==> src/rtl/imem_loader_if.sv <==
// Byte-stream input and instruction-memory write port of the boot loader.
// The master side is the host/memory environment; the slave side is the loader.
interface imem_loader_if #(
  parameter int ADDR_W = 8
);
  logic              in_valid;
  logic [7:0]        in_data;
  logic              in_ready;
  logic              imem_we;
  logic [ADDR_W-1:0] imem_waddr;
  logic [31:0]       imem_wdata;

  modport master (
    output in_valid, in_data,
    input  in_ready, imem_we, imem_waddr, imem_wdata
  );

  modport slave (
    input  in_valid, in_data,
    output in_ready, imem_we, imem_waddr, imem_wdata
  );
endinterface

==> src/rtl/imem_loader.sv <==
// Boot loader: packs an LSB-first byte stream into 32-bit words, writes them to
// instruction memory and keeps the core in reset until the whole program is in.
//
//  state   | meaning
//  --------+-----------------------------------------------------------
//  S_IDLE  | after reset, nothing loaded, core held
//  S_LOAD  | accepting bytes for the current word
//  S_WRITE | one-cycle memory write of the assembled word
//  S_DONE  | program complete, core released
//  S_ERR   | bad length or abort, core held until a valid start
module imem_loader #(
  parameter int DEPTH  = 64,
  parameter int ADDR_W = 8,
  parameter int LEN_W  = 7
) (
  input  logic             clk,
  input  logic             rst,
  input  logic             start,
  input  logic [LEN_W-1:0] len_words,
  input  logic             abort,
  imem_loader_if.slave     bus,
  output logic             cpu_hold,
  output logic             busy,
  output logic             done,
  output logic             err
);

  typedef enum logic [2:0] {
    S_IDLE,
    S_LOAD,
    S_WRITE,
    S_DONE,
    S_ERR
  } state_t;

  localparam logic [LEN_W-1:0] DEPTH_L = LEN_W'(DEPTH);

  state_t            state;
  state_t            state_next;
  logic [LEN_W-1:0]  len_q;
  logic [LEN_W-1:0]  word_idx;
  logic [1:0]        byte_cnt;
  logic [23:0]       byte_buf;
  logic [ADDR_W-1:0] waddr_q;
  logic [31:0]       wdata_q;
  logic              start_ok;
  logic              len_bad;
  logic              hs;
  logic              last_word;

  assign start_ok  = start && (state == S_IDLE || state == S_DONE || state == S_ERR);
  assign len_bad   = (len_words == '0) || (len_words > DEPTH_L);
  assign hs        = bus.in_valid && bus.in_ready;
  assign last_word = ((word_idx + LEN_W'(1)) == len_q);

  always_ff @(posedge clk) begin
    if (rst) state <= S_IDLE;
    else     state <= state_next;
  end

  always_comb begin
    state_next   = state;
    bus.in_ready = 1'b0;
    bus.imem_we  = 1'b0;
    cpu_hold     = 1'b1;
    busy         = 1'b0;
    done         = 1'b0;
    err          = 1'b0;
    case (state)
      S_IDLE, S_DONE, S_ERR: begin
        if (start_ok) state_next = len_bad ? S_ERR : S_LOAD;
        cpu_hold = (state != S_DONE);
        done     = (state == S_DONE);
        err      = (state == S_ERR);
      end
      S_LOAD: begin
        bus.in_ready = 1'b1;
        busy         = 1'b1;
        if (abort)                       state_next = S_ERR;
        else if (hs && byte_cnt == 2'd3) state_next = S_WRITE;
      end
      S_WRITE: begin
        bus.imem_we = 1'b1;
        busy        = 1'b1;
        if (abort)          state_next = S_ERR;
        else if (last_word) state_next = S_DONE;
        else                state_next = S_LOAD;
      end
      default: state_next = S_IDLE;
    endcase
  end

  // Address/data are registered on the 4th byte so they are stable during WRITE
  // and simply hold afterwards.
  always_ff @(posedge clk) begin
    if (rst) begin
      len_q    <= '0;
      word_idx <= '0;
      byte_cnt <= '0;
      byte_buf <= '0;
      waddr_q  <= '0;
      wdata_q  <= '0;
    end else begin
      if (start_ok && !len_bad) begin
        len_q    <= len_words;
        word_idx <= '0;
        byte_cnt <= '0;
      end
      if (state == S_LOAD && hs && !abort) begin
        byte_cnt <= byte_cnt + 2'd1;
        if (byte_cnt == 2'd3) begin
          wdata_q <= {bus.in_data, byte_buf};
          waddr_q <= {word_idx[ADDR_W-3:0], 2'b00};
        end else begin
          byte_buf[8*byte_cnt +: 8] <= bus.in_data;
        end
      end
      if (state == S_WRITE) word_idx <= word_idx + LEN_W'(1);
    end
  end

  assign bus.imem_waddr = waddr_q;
  assign bus.imem_wdata = wdata_q;

endmodule

==> src/flat_wrapper.sv <==
// flat-port wrapper written by rule: the top's interface ports become plain ports
module imem_loader_flat 
#(
  parameter int DEPTH  = 64,
  parameter int ADDR_W = 8,
  parameter int LEN_W  = 7
)
  (clk, rst, start, len_words, abort, cpu_hold, busy, done, err, bus_in_valid, bus_in_data, bus_in_ready, bus_imem_we, bus_imem_waddr, bus_imem_wdata);
  imem_loader_if #(.ADDR_W(ADDR_W)) bus_i ();
  input  logic clk;
  input  logic rst;
  input  logic start;
  input  logic [LEN_W-1:0] len_words;
  input  logic abort;
  output logic cpu_hold;
  output logic busy;
  output logic done;
  output logic err;
  input wire logic [$bits(bus_i.in_valid)-1:0] bus_in_valid;
  input wire logic [$bits(bus_i.in_data)-1:0] bus_in_data;
  output wire logic [$bits(bus_i.in_ready)-1:0] bus_in_ready;
  output wire logic [$bits(bus_i.imem_we)-1:0] bus_imem_we;
  output wire logic [$bits(bus_i.imem_waddr)-1:0] bus_imem_waddr;
  output wire logic [$bits(bus_i.imem_wdata)-1:0] bus_imem_wdata;
  assign bus_i.in_valid = bus_in_valid;
  assign bus_i.in_data = bus_in_data;
  assign bus_in_ready = bus_i.in_ready;
  assign bus_imem_we = bus_i.imem_we;
  assign bus_imem_waddr = bus_i.imem_waddr;
  assign bus_imem_wdata = bus_i.imem_wdata;
  imem_loader #(.DEPTH(DEPTH), .ADDR_W(ADDR_W), .LEN_W(LEN_W)) u_core (.clk(clk), .rst(rst), .start(start), .len_words(len_words), .abort(abort), .bus(bus_i), .cpu_hold(cpu_hold), .busy(busy), .done(done), .err(err));
endmodule
==> config.mk <==
export PLATFORM = sky130hd
export DESIGN_NAME = imem_loader_flat
export DESIGN_NICKNAME = d
export VERILOG_FILES = /design/src/rtl/imem_loader_if.sv /design/src/rtl/imem_loader.sv /design/src/flat_wrapper.sv
export SDC_FILE = /design/constraint.sdc
export NUM_CORES = 1
export LEC_CHECK = 0
export CORE_MARGIN = 2
export CORE_UTILIZATION = 51
export CTS_CLUSTER_DIAMETER = 40
export DETAILED_ROUTE_END_ITERATION = 7
export PLACE_DENSITY = 0.76
export SLEW_MARGIN = 20
export SYNTH_ARGS = -nofsm -noshare
export SYNTH_HDL_FRONTEND = slang
export SYNTH_SLANG_ARGS = --single-unit
==> constraint.sdc <==
create_clock -name clk -period 2.8 [get_ports clk]
set_input_delay 0.42 -clock clk [delete_from_list [all_inputs] [get_ports clk]]
set_output_delay 0.42 -clock clk [all_outputs]
set_load 0.05 [all_outputs]
==> summary.md <==
| Metric | Value |
|---|---|
| Port bufs | 63 |
| Status | complete, no violations |
| Num CTS Buffers | 9 |
| Root buf cell | clkbuf_8 |
| Fin. Hold Viols | 0 |
| CP Launch Type | flop |
| Post-CTS Setup Repair Bufs | 0 |
| First-pass GRT wire length | 13500 µm |
| Synth top area cells | dfxtp_1, nand2_1, a21oi_1 |
| Final period utilization | 0.873 |
| CP peak stage delay | 790 ps |
| Fmax achieved | 409 MHz |
| Crit path required time | 2380 ps |
| Max-cap violations | 0 |
| Clk Latency, worst-skew pair | 360 ps |
| Area share of the largest cell type after synthesis | 0.479 |
| Setup CP Type | flop to output port |
| Grt ovf | 0 |
| Commonest non-fill, non-tap cell in the layout | nand2_1 |
| Initial Util | 0.530 |
| Die width | 85.5 µm |
| Total GRT Usage | 0.232 |
| CTS Buffer Depth | 2 |
| Final HPWL DP | 5330 µm |
| CP Capture Type | output port |
| Synth Instances | 413 |
| Hold slack | 448 ps |
| Worst-path fanout max | 16 |
| P per Cell Area | 540 nW/µm² |
| Vias per Instance | 5.51 |
| Synth unique cells | 41 |
| Area of the die | 7310 µm² |
| Pleak | 1.55 nW |
| Area Overhead vs Synth | 27.7% |
| Share of cells above drive strength 1 | 0.0731 |
| Worst-path clk slew | 80 ps |
| Slew @ Worst Pin | 844 ps |
| Hold Crit Class | flop to flop |
| Hold buffer count at cts | 0 |
| Rows | 29 |
| Top FF cell, synth | dfxtp_1 |
| Buf+Inv Stages, Crit Path | 2 |
| GP Congestion | 0.849 |
| Crit path max-delay family | buffers and inverters |
| Antenna cells | 0 |
| Cts repair resizes | 0 |
| Sequential fraction of the synthesis area | 0.479 |
| Most frequent cells in the layout | nand2_1, dfxtp_1, a21oi_1 |
| Antenna violations before repair | 0 |
| IO Pins | 66 |
| Clk_skew | 6.06 ps |
| Die height | 85.5 µm |
| First DRT Iteration DRCs | 221 |
| Setup TNS | 0 ps |
| Post-synth EDFFs | 0 |
| Initial DRT Pass Iterations | 5 |
| Min cycle time layout | 2450 ps |
| Via Count | 3061 |
| Ys async rst share | 0 |
| Synthesis warning total | 0 |
| Synthesized flop and latch total | 81 |
| Routed Antenna Nets | 0 |
| Pin count of the biggest net entering global routing | 43 |
| Slew Limit Fails | 0 |
| Routed len/inst | 14.3 µm |
| RSZ-0062 raised after global routing | no |
| Slowest stage cell, crit path | clkdlybuf4s50_1 |
| Clk sinks | 81 |
| Peak VDD IR | 0.441 mV |
| Core Footprint | 6390 µm² |
| Critical path, cell by cell | nand3b_1 > inv_1 > clkdlybuf4s50_1 |
| Vias in the first global route | 2906 |
| Worst EP arrival | 2030 ps |
| TritonCTS clock tree | done |
| Final Routed Wirelength | 7940 µm |
| Mean Syn Cell Area | 8.20 µm² |
| Worst rel slew slack | 0.436 |
| Fin nets | 502 |
| Dominant cell type by area after synthesis | dfxtp_1 |
| H-Tree Depth | 3 |
| Mapped Area | 3390 µm² |
| Final setup viols | 0 |
| DRC viols | 0 |
[registers in the layout, summed over array words and instances (netlist names)]
register,cells
u_core.bus.imem_wdata,32
u_core.word_idx,7
u_core.bus.imem_waddr,6
u_core.len_q,7
u_core.byte_buf,24
u_core.state,3
u_core.byte_cnt,2
[worst min-delay path: cells and delay by family, from the launching register on]
kind            cells  cell delay, ps
compound gates      1              50
simple gates        1              50
flops               1             310
[layer usage]
layer / vias to the layer above / track usage / part of all wire
met2: 103 / 0.386 / 0.49
met3: 16 / 0.0584 / 0.066
li1: 1527 / - / -
met1: 1415 / 0.285 / 0.42
met4: 0 / 0.101 / 0.019
met5: - / 0 / 0
[final timing paths]
check | start | to | slack, ps | cells past startpoint
worst max-delay path | u_core.state[1]$_SDFFE_PP0P_ | done | 350 | 3
worst min-delay path | u_core.byte_buf[14]$_SDFFE_PP0P_ | u_core.bus.imem_wdata[14]$_SDFFE_PP0P_ | 450 | 2
worst max register to register | u_core.state[1]$_SDFFE_PP0P_ | u_core.state[1]$_SDFFE_PP0P_ | 500 | 6
worst min register to register | u_core.byte_buf[14]$_SDFFE_PP0P_ | u_core.bus.imem_wdata[14]$_SDFFE_PP0P_ | 450 | 2
[power breakdown]
group	switching [mW]	internal, mW
Combinational	0.0891	0.0614
Sequential	0.0111	1.16
Clock	0.404	0.607
[stage by stage]
step                instances  total power, mW  cell area [µm²]  worst slack, ps   util
finish                    556             2.33             4320              355  0.677
global route              556             2.41             4320              231  0.677
CTS                       556             2.35             4320              346  0.677
detailed placement        542             1.35             4090             92.8  0.641
global placement          542             1.35             4090              130  0.641
floorplan                 414             1.29             3390              617      -
[Yosys cell counts (5+ instances only)]
cell / count
clkbuf_1: 17
nand3b_1: 5
a21oi_1: 67
inv_1: 6
xnor2_1: 11
nand2_1: 105
mux2i_1: 7
dfxtp_1: 81
nor2_1: 15
nor3b_1: 6
nand3_1: 34
ha_1: 6
[layout make-up]
class	count	area, µm²
Clock buffer	11	141
Clock inverter	3	90.1
Fill cell	571	2060
Inverter	6	22.5
Multi-Input combinational cell	303	1640
Sequential cell	81	1620
Tap cell	77	96.3
Timing Repair Buffer	75	711
[cell families after synthesis]
family | synth area share
flip-flops | 0.479
XOR/XNOR | 0.0362
buffers and inverters | 0.0377
other | 0.00111
multiplexers | 0.0240
AO/OA/AOI/OAI | 0.149
adder cells (fa/ha/maj) | 0.0222
AND/OR/NAND/NOR | 0.251
No activity file was read; power rests on OpenSTA's default activity.
